<file path="config.mk">
export PLATFORM = sky130hd
export DESIGN_NAME = id_ex_register_flat
export DESIGN_NICKNAME = d
export VERILOG_FILES = /design/src/rtl/riscv_pkg.sv /design/src/rtl/id_ex_register_if.sv /design/src/rtl/id_ex_register_load_use_detect.sv /design/src/rtl/id_ex_register.sv /design/src/flat_wrapper.sv
export SDC_FILE = /design/constraint.sdc
export NUM_CORES = 1
export LEC_CHECK = 0
export ABC_AREA = 1
export CORE_MARGIN = 2
export CORE_UTILIZATION = 25
export CTS_BUF_LIST = sky130_fd_sc_hd__clkbuf_2
export CTS_CLUSTER_SIZE = 40
export DETAILED_ROUTE_END_ITERATION = 8
export HOLD_SLACK_MARGIN = 0.15
export SYNTH_ARGS = -nofsm -noshare
export SYNTH_HDL_FRONTEND = slang
export SYNTH_HIERARCHICAL = 1
export SYNTH_SLANG_ARGS = --single-unit
</file>
<file path="constraint.sdc">
create_clock -name clk_i -period 2.1 [get_ports clk_i]
set_input_delay 0.42 -clock clk_i [delete_from_list [all_inputs] [get_ports clk_i]]
set_output_delay 0.42 -clock clk_i [all_outputs]
set_load 0.01 [all_outputs]
</file>
<file path="src/rtl/riscv_pkg.sv">
`default_nettype none
// ============================================================================
// riscv_pkg : shared decode/EX types (control word, formats, writeback source)
// Rev 1.0
// ============================================================================
package riscv_pkg;

   localparam int XLEN = 32;

   localparam int c_REG_IDX_W     = 5;
   localparam int c_BUBBLE_CNT_W  = 16;

   typedef enum logic [2:0] {
      FMT_R = 3'd0,
      FMT_I = 3'd1,
      FMT_S = 3'd2,
      FMT_B = 3'd3,
      FMT_U = 3'd4,
      FMT_J = 3'd5
   } format_t;

   typedef enum logic [0:0] {
      RD_SRC_ALU = 1'b0,
      RD_SRC_MEM = 1'b1
   } rd_source_t;

   // Field order is MSB first and matches the packed 24-bit word from decode.
   typedef struct packed {
      logic       Reg_writeE;
      logic       ALU_src1;
      logic       JumpE;
      logic       BranchE;
      logic       Mem_Write;
      logic       Load_sign;
      rd_source_t Rd_source;
      logic [3:0] ALU_op;
      logic [1:0] ALU_src2;
      format_t    Format;
      logic [2:0] Memp_size;
      logic [2:0] ComparitorOp;
      logic       isJALR;
      logic       isLUI;
   } ctrl_t;

   localparam int    c_CTRL_W   = $bits(ctrl_t);
   localparam ctrl_t c_CTRL_NOP = '0;

   function automatic logic uses_rs1(input format_t fmt);
      case (fmt)
         FMT_R, FMT_I, FMT_S, FMT_B: return 1'b1;
         default:                    return 1'b0;
      endcase
   endfunction

   function automatic logic uses_rs2(input format_t fmt);
      case (fmt)
         FMT_R, FMT_S, FMT_B: return 1'b1;
         default:             return 1'b0;
      endcase
   endfunction

endpackage
`default_nettype wire

</file>
<file path="src/rtl/id_ex_register_if.sv">
`default_nettype none
// ============================================================================
// id_ex_register_if : ID-side inputs, EX-side outputs and pipeline control
// Rev 1.0
// ============================================================================
interface id_ex_register_if
   import riscv_pkg::*;
#(
   parameter int XLEN = riscv_pkg::XLEN
);

   ctrl_t                           ID_Ctrl_i;
   logic                            ID_Valid_i;
   logic [XLEN-1:0]                 ID_PC_i;
   logic [XLEN-1:0]                 ID_RS1_data_i;
   logic [XLEN-1:0]                 ID_RS2_data_i;
   logic [XLEN-1:0]                 ID_Imm_i;
   logic [c_REG_IDX_W-1:0]          ID_Rs1_i;
   logic [c_REG_IDX_W-1:0]          ID_Rs2_i;
   logic [c_REG_IDX_W-1:0]          ID_Rd_i;
   logic                            Stall_i;
   logic                            Flush_i;

   ctrl_t                           EX_Ctrl_o;
   logic                            EX_Valid_o;
   logic [XLEN-1:0]                 EX_PC_o;
   logic [XLEN-1:0]                 EX_RS1_data_o;
   logic [XLEN-1:0]                 EX_RS2_data_o;
   logic [XLEN-1:0]                 EX_Imm_o;
   logic [c_REG_IDX_W-1:0]          EX_Rs1_o;
   logic [c_REG_IDX_W-1:0]          EX_Rs2_o;
   logic [c_REG_IDX_W-1:0]          EX_Rd_o;
   logic                            Load_use_stall_o;
   logic [c_BUBBLE_CNT_W-1:0]       Bubble_count_o;

   modport master (
      output ID_Ctrl_i, ID_Valid_i, ID_PC_i, ID_RS1_data_i, ID_RS2_data_i,
             ID_Imm_i, ID_Rs1_i, ID_Rs2_i, ID_Rd_i, Stall_i, Flush_i,
      input  EX_Ctrl_o, EX_Valid_o, EX_PC_o, EX_RS1_data_o, EX_RS2_data_o,
             EX_Imm_o, EX_Rs1_o, EX_Rs2_o, EX_Rd_o, Load_use_stall_o,
             Bubble_count_o
   );

   modport slave (
      input  ID_Ctrl_i, ID_Valid_i, ID_PC_i, ID_RS1_data_i, ID_RS2_data_i,
             ID_Imm_i, ID_Rs1_i, ID_Rs2_i, ID_Rd_i, Stall_i, Flush_i,
      output EX_Ctrl_o, EX_Valid_o, EX_PC_o, EX_RS1_data_o, EX_RS2_data_o,
             EX_Imm_o, EX_Rs1_o, EX_Rs2_o, EX_Rd_o, Load_use_stall_o,
             Bubble_count_o
   );

endinterface
`default_nettype wire

</file>
<file path="src/rtl/id_ex_register_load_use_detect.sv">
`default_nettype none
// ============================================================================
// load_use_detect : flags an ID instruction that reads the register a load in EX writes
// Rev 1.0
// ============================================================================
module load_use_detect
   import riscv_pkg::*;
(
   input  logic                   i_ex_valid,
   input  logic                   i_ex_reg_write,
   input  rd_source_t             i_ex_rd_source,
   input  logic [c_REG_IDX_W-1:0] i_ex_rd,
   input  logic                   i_id_valid,
   input  format_t                i_id_format,
   input  logic [c_REG_IDX_W-1:0] i_id_rs1,
   input  logic [c_REG_IDX_W-1:0] i_id_rs2,
   input  logic                   i_flush,
   output logic                   o_load_use
);

   logic w_ex_is_load;
   logic w_rs1_match;
   logic w_rs2_match;

   // x0 never carries a real result, so a load to x0 cannot create a hazard.
   assign w_ex_is_load = i_ex_valid && i_ex_reg_write &&
                         (i_ex_rd_source == RD_SRC_MEM) &&
                         (i_ex_rd != '0);

   assign w_rs1_match  = uses_rs1(i_id_format) && (i_ex_rd == i_id_rs1);
   assign w_rs2_match  = uses_rs2(i_id_format) && (i_ex_rd == i_id_rs2);

   assign o_load_use   = w_ex_is_load && (w_rs1_match || w_rs2_match) &&
                         i_id_valid && !i_flush;

endmodule
`default_nettype wire

</file>
<file path="src/rtl/id_ex_register.sv">
`default_nettype none
// ============================================================================
// id_ex_register : ID/EX pipeline register with flush, stall and load-use bubbles
// Rev 1.0
// ============================================================================
module id_ex_register
   import riscv_pkg::*;
#(
   parameter int XLEN = riscv_pkg::XLEN
)(
   input  logic            clk_i,
   input  logic            rst_i,
   id_ex_register_if.slave bus
);

   localparam logic [c_BUBBLE_CNT_W-1:0] c_BUBBLE_MAX = '1;

   ctrl_t                     r_ctrl;
   logic                      r_valid;
   logic [XLEN-1:0]           r_pc;
   logic [XLEN-1:0]           r_rs1_data;
   logic [XLEN-1:0]           r_rs2_data;
   logic [XLEN-1:0]           r_imm;
   logic [c_REG_IDX_W-1:0]    r_rs1;
   logic [c_REG_IDX_W-1:0]    r_rs2;
   logic [c_REG_IDX_W-1:0]    r_rd;
   logic [c_BUBBLE_CNT_W-1:0] r_bubble_cnt;

   logic w_load_use;
   logic w_hold;
   logic w_bubble;
   logic w_count_bubble;

   load_use_detect u_load_use_detect (
      .i_ex_valid     (r_valid),
      .i_ex_reg_write (r_ctrl.Reg_writeE),
      .i_ex_rd_source (r_ctrl.Rd_source),
      .i_ex_rd        (r_rd),
      .i_id_valid     (bus.ID_Valid_i),
      .i_id_format    (bus.ID_Ctrl_i.Format),
      .i_id_rs1       (bus.ID_Rs1_i),
      .i_id_rs2       (bus.ID_Rs2_i),
      .i_flush        (bus.Flush_i),
      .o_load_use     (w_load_use)
   );

   // Flush outranks stall; a load-use bubble only lands when the stage advances.
   assign w_hold         = bus.Stall_i && !bus.Flush_i;
   assign w_bubble       = bus.Flush_i || w_load_use || !bus.ID_Valid_i;
   assign w_count_bubble = w_load_use && !bus.Stall_i;

   always_ff @(posedge clk_i) begin
      if (rst_i) begin
         r_ctrl     <= c_CTRL_NOP;
         r_valid    <= 1'b0;
         r_pc       <= '0;
         r_rs1_data <= '0;
         r_rs2_data <= '0;
         r_imm      <= '0;
         r_rs1      <= '0;
         r_rs2      <= '0;
         r_rd       <= '0;
      end else if (!w_hold) begin
         if (w_bubble) begin
            r_ctrl     <= c_CTRL_NOP;
            r_valid    <= 1'b0;
            r_pc       <= '0;
            r_rs1_data <= '0;
            r_rs2_data <= '0;
            r_imm      <= '0;
            r_rs1      <= '0;
            r_rs2      <= '0;
            r_rd       <= '0;
         end else begin
            r_ctrl     <= bus.ID_Ctrl_i;
            r_valid    <= 1'b1;
            r_pc       <= bus.ID_PC_i;
            r_rs1_data <= bus.ID_RS1_data_i;
            r_rs2_data <= bus.ID_RS2_data_i;
            r_imm      <= bus.ID_Imm_i;
            r_rs1      <= bus.ID_Rs1_i;
            r_rs2      <= bus.ID_Rs2_i;
            r_rd       <= bus.ID_Rd_i;
         end
      end
   end

   always_ff @(posedge clk_i) begin
      if (rst_i) begin
         r_bubble_cnt <= '0;
      end else if (w_count_bubble && (r_bubble_cnt != c_BUBBLE_MAX)) begin
         r_bubble_cnt <= r_bubble_cnt + 1'b1;
      end
   end

   assign bus.EX_Ctrl_o        = r_ctrl;
   assign bus.EX_Valid_o       = r_valid;
   assign bus.EX_PC_o          = r_pc;
   assign bus.EX_RS1_data_o    = r_rs1_data;
   assign bus.EX_RS2_data_o    = r_rs2_data;
   assign bus.EX_Imm_o         = r_imm;
   assign bus.EX_Rs1_o         = r_rs1;
   assign bus.EX_Rs2_o         = r_rs2;
   assign bus.EX_Rd_o          = r_rd;
   assign bus.Load_use_stall_o = w_load_use;
   assign bus.Bubble_count_o   = r_bubble_cnt;

endmodule
`default_nettype wire

</file>
<file path="src/flat_wrapper.sv">
// flat-port wrapper written by rule: the top's interface ports become plain ports
module id_ex_register_flat import riscv_pkg::*;
#(
   parameter int XLEN = riscv_pkg::XLEN
)
  (clk_i, rst_i, bus_ID_Ctrl_i, bus_ID_Valid_i, bus_ID_PC_i, bus_ID_RS1_data_i, bus_ID_RS2_data_i, bus_ID_Imm_i, bus_ID_Rs1_i, bus_ID_Rs2_i, bus_ID_Rd_i, bus_Stall_i, bus_Flush_i, bus_EX_Ctrl_o, bus_EX_Valid_o, bus_EX_PC_o, bus_EX_RS1_data_o, bus_EX_RS2_data_o, bus_EX_Imm_o, bus_EX_Rs1_o, bus_EX_Rs2_o, bus_EX_Rd_o, bus_Load_use_stall_o, bus_Bubble_count_o);
  id_ex_register_if #(.XLEN(XLEN)) bus_i ();
  input  logic clk_i;
  input  logic rst_i;
  input wire logic [$bits(bus_i.ID_Ctrl_i)-1:0] bus_ID_Ctrl_i;
  input wire logic [$bits(bus_i.ID_Valid_i)-1:0] bus_ID_Valid_i;
  input wire logic [$bits(bus_i.ID_PC_i)-1:0] bus_ID_PC_i;
  input wire logic [$bits(bus_i.ID_RS1_data_i)-1:0] bus_ID_RS1_data_i;
  input wire logic [$bits(bus_i.ID_RS2_data_i)-1:0] bus_ID_RS2_data_i;
  input wire logic [$bits(bus_i.ID_Imm_i)-1:0] bus_ID_Imm_i;
  input wire logic [$bits(bus_i.ID_Rs1_i)-1:0] bus_ID_Rs1_i;
  input wire logic [$bits(bus_i.ID_Rs2_i)-1:0] bus_ID_Rs2_i;
  input wire logic [$bits(bus_i.ID_Rd_i)-1:0] bus_ID_Rd_i;
  input wire logic [$bits(bus_i.Stall_i)-1:0] bus_Stall_i;
  input wire logic [$bits(bus_i.Flush_i)-1:0] bus_Flush_i;
  output wire logic [$bits(bus_i.EX_Ctrl_o)-1:0] bus_EX_Ctrl_o;
  output wire logic [$bits(bus_i.EX_Valid_o)-1:0] bus_EX_Valid_o;
  output wire logic [$bits(bus_i.EX_PC_o)-1:0] bus_EX_PC_o;
  output wire logic [$bits(bus_i.EX_RS1_data_o)-1:0] bus_EX_RS1_data_o;
  output wire logic [$bits(bus_i.EX_RS2_data_o)-1:0] bus_EX_RS2_data_o;
  output wire logic [$bits(bus_i.EX_Imm_o)-1:0] bus_EX_Imm_o;
  output wire logic [$bits(bus_i.EX_Rs1_o)-1:0] bus_EX_Rs1_o;
  output wire logic [$bits(bus_i.EX_Rs2_o)-1:0] bus_EX_Rs2_o;
  output wire logic [$bits(bus_i.EX_Rd_o)-1:0] bus_EX_Rd_o;
  output wire logic [$bits(bus_i.Load_use_stall_o)-1:0] bus_Load_use_stall_o;
  output wire logic [$bits(bus_i.Bubble_count_o)-1:0] bus_Bubble_count_o;
  assign bus_i.ID_Ctrl_i = bus_ID_Ctrl_i;
  assign bus_i.ID_Valid_i = bus_ID_Valid_i;
  assign bus_i.ID_PC_i = bus_ID_PC_i;
  assign bus_i.ID_RS1_data_i = bus_ID_RS1_data_i;
  assign bus_i.ID_RS2_data_i = bus_ID_RS2_data_i;
  assign bus_i.ID_Imm_i = bus_ID_Imm_i;
  assign bus_i.ID_Rs1_i = bus_ID_Rs1_i;
  assign bus_i.ID_Rs2_i = bus_ID_Rs2_i;
  assign bus_i.ID_Rd_i = bus_ID_Rd_i;
  assign bus_i.Stall_i = bus_Stall_i;
  assign bus_i.Flush_i = bus_Flush_i;
  assign bus_EX_Ctrl_o = bus_i.EX_Ctrl_o;
  assign bus_EX_Valid_o = bus_i.EX_Valid_o;
  assign bus_EX_PC_o = bus_i.EX_PC_o;
  assign bus_EX_RS1_data_o = bus_i.EX_RS1_data_o;
  assign bus_EX_RS2_data_o = bus_i.EX_RS2_data_o;
  assign bus_EX_Imm_o = bus_i.EX_Imm_o;
  assign bus_EX_Rs1_o = bus_i.EX_Rs1_o;
  assign bus_EX_Rs2_o = bus_i.EX_Rs2_o;
  assign bus_EX_Rd_o = bus_i.EX_Rd_o;
  assign bus_Load_use_stall_o = bus_i.Load_use_stall_o;
  assign bus_Bubble_count_o = bus_i.Bubble_count_o;
  id_ex_register #(.XLEN(XLEN)) u_core (.clk_i(clk_i), .rst_i(rst_i), .bus(bus_i));
endmodule
</file>
==> reports/metrics.yaml <==
startpoint_type: "register"
cp.required_ns: 1.68
rsz0062_at_grt: "true"
met1Wirelength_mm: 13.02
cts_max_level: 4
cts_root_buf: "clkbuf_2"
netlist_instances: 962
place_congestion: 0.8159
multi_input_area_mm2: 0.003415
status: "complete, but fails checks"
setup_viol: 6
tns_ns: -0.3529
clk_path_buf_depth: 2
grt_first_pass_wirelength_mm: 46.40
regArea_mm2: 0.003919
maxSlewViolCount: 0
synth.distinct_cells: 26
tightestPinTransition_ns: 0.9025
grt_use_total: 0.1850
wl_mm: 31.24
dp.cells: 1663
syn2layout_area_growth_pct: 85.21
final.fill_count: 2875
worst-path-max-fanout: 5
vdd_ir_drop_max_mv: 0.2452
drc: 0
fmax_ghz: 0.4248
finalCritPeriodShare: 1.121
die_h_um: 177.2
syn_area_mm2: 0.007497
final_nets: 1651
cts_made_buffers: 17
synth_warnings: 6
num_rows: 63
total_power_mw: 6.671
finalWorstSetupSlack_ns: -0.2543
yosysSeqAreaShare: 0.4913
violations: "negative setup slack"
floorplan.initialDensity: 0.2536
die_w_um: 177.2
routed.top_layer: "met4"
cp.arrival_ns: 1.93
wl_met3_mm: 2.449
synth.area.top_cells: "dfxtp_1, nand4_1, a21oi_1, nand2_1, buf_2"
layout-drive-gt1-share: 0.2254
leakagePower_nw: 5.727
port-buffer-count: 356
cts_tree: "built"
initialDrtViolationCount: 519
finalNonFillerCells: 1881
dieArea_mm2: 0.03139
grt-ovfl-total: 0
path_clk_slew_ns: 0.32
skew_ns: 0.06037
coreArea_mm2: 0.02956
hold_viol: 0
synth_area_per_cell_um2: 7.793
insertion_delay_ns: 0.80
grt_pass1_vias: 8816
ant_nets: 0
maxSlewHeadroom: 0.3983
viasPerCell: 4.791
power_density_mw_per_mm2: 480.5
diodes: 0
vias: 9011
cts_sinks: 184
grt_max_degree: 169
netlist.area_leader.share: 0.4913
fin_crit_ns: 2.354
critPathCaptureType: "output pin"
ys_seq_elements: 184
hold_class: "input port to register"
yosysTopAreaCell: "dfxtp_1"
hpwlAfterDp_mm: 19.07
antenna_found_initial: 0
io_pins: 357
first_pass_iters: 5
wl_met2_mm: 14.97
wl_per_cell_um: 16.61
max_cap_violations: 0
reg2reg_slack_ns: -0.05
critical_path_class: "register to output pin"
synthesis.nets: 1135
## layout make-up
| class | instances | share of cell area |
|---|---|---|
| repair buffers | 592 | 0.4139 |
| flip-flops and latches | 184 | 0.2822 |
| multi-input cells | 659 | 0.2459 |
| well taps | 390 | 0.03514 |
| clock inverters | 14 | 0.009191 |
| inverters | 24 | 0.007209 |
| clock buffers | 18 | 0.006488 |
## sequential cells by signal, summed over array words and instances (netlist names)
name                       cells
u_core/bus.EX_Rd_o             5
u_core/bus.EX_Imm_o           32
u_core/bus.Bubble_count_o     16
u_core/bus.EX_Rs1_o            5
u_core/bus.EX_RS1_data_o      32
u_core/bus.EX_PC_o            32
u_core/bus.EX_Valid_o          1
u_core/bus.EX_Rs2_o            5
u_core/bus.EX_RS2_data_o      32
u_core/bus.EX_Ctrl_o          24
## per-layer routing
metal	GRT usage	vias to the layer above
li1	-	4391
met1	0.2209	4252
met4	0.06336	0
met2	0.3105	324
met5	0	-
met3	0.06121	44
## placed cells by master (no fill, tap or decap), types with 8 or more instances in the layout
master,n
a21oi_1,159
a21oi_2,21
buf_12,17
buf_4,58
clkbuf_2,25
clkdlybuf4s50_1,169
dfxtp_1,30
dfxtp_2,137
dfxtp_4,17
dlygate4sd2_1,170
dlygate4sd3_1,155
inv_1,19
nand2_1,217
nand2_2,8
nand3_1,18
nand4_1,172
nor2_1,36
## critical path, cell delays in order, from the launching register on
cell,delay [ns]
dfxtp_4,0.46
inv_4,0.04
nand2_2,0.04
nand2_1,0.06
nor2_2,0.12
nand3_2,0.10
a21oi_4,0.19
buf_6,0.13
## Yosys cell counts (all sizes together)
cell type,n
ha,1
nand3,20
nand2,227
nand3b,1
buf,70
a21oi,181
xor2,1
nand4,173
nor2,49
o21ai,2
clkbuf,25
inv,24
xnor2,1
dfxtp,184
nor3,3
## metrics by stage
stage | worst slack (ns) | util | hold slack (ns) | instance area, um^2
after floorplan | 0.2921 | - | 0.4882 | 7497
after global placement | -0.5127 | 0.3952 | 0.4500 | 11680
after detailed placement | -0.5069 | 0.3952 | 0.4548 | 11680
after CTS | -0.4847 | 0.4593 | 0.1536 | 13580
after global routing | -0.4661 | 0.4698 | 0.1514 | 13890
final | -0.2543 | 0.4698 | 0.2610 | 13890
## worst paths after layout
| path | startpoint | end | cells past startpoint |
|---|---|---|---|
| setup / recovery | u_core/bus.EX_Rd_o[1]$_SDFFE_PP0N_ | bus_Load_use_stall_o | 7 |
| hold / removal | bus_ID_Rs2_i[3] | u_core/bus.EX_Rs2_o[3]$_SDFFE_PP0N_ | 3 |
| setup reg to reg | u_core/bus.EX_Rd_o[4]$_SDFFE_PP0N_ | u_core/bus.EX_PC_o[0]$_SDFFE_PP0N_ | 12 |
| hold reg to reg | u_core/bus.EX_RS2_data_o[19]$_SDFFE_PP0N_ | u_core/bus.EX_RS2_data_o[19]$_SDFFE_PP0N_ | 2 |
## what timing repair did
| item | 4_1_cts | 5_1_grt |
|---|---|---|
| pin swaps | 2 | 14 |
| resized for setup | 368 | 72 |
| hold buffers | 153 | 2 |
| cloned | 0 | 3 |
| endpoints found under the setup margin | 242 | 163 |
| endpoints found under the hold margin | 184 | 2 |
| buffers inserted | 19 | 10 |
## cell families (layout without fill, tap and decap cells)
group,Yosys count,in the layout,share of synthesized area
simple gates,473,473,0.3092
flops,184,184,0.4913
compound gates,183,183,0.1227
buf+inv,119,648,0.07276
xor+xnor,2,2,0.002337
fa+ha+maj,1,1,0.001669
## power by group
| group | switching (mW) | internal (mW) | total [mW] |
|---|---|---|---|
| Combinational | 0.565 | 0.728 | 1.29 |
| Clock | 1.35 | 0.444 | 1.79 |
| Sequential | 0.0339 | 3.55 | 3.59 |
| Total | 1.95 | 4.73 | 6.67 |
No activity file was read; power rests on OpenSTA's default activity.
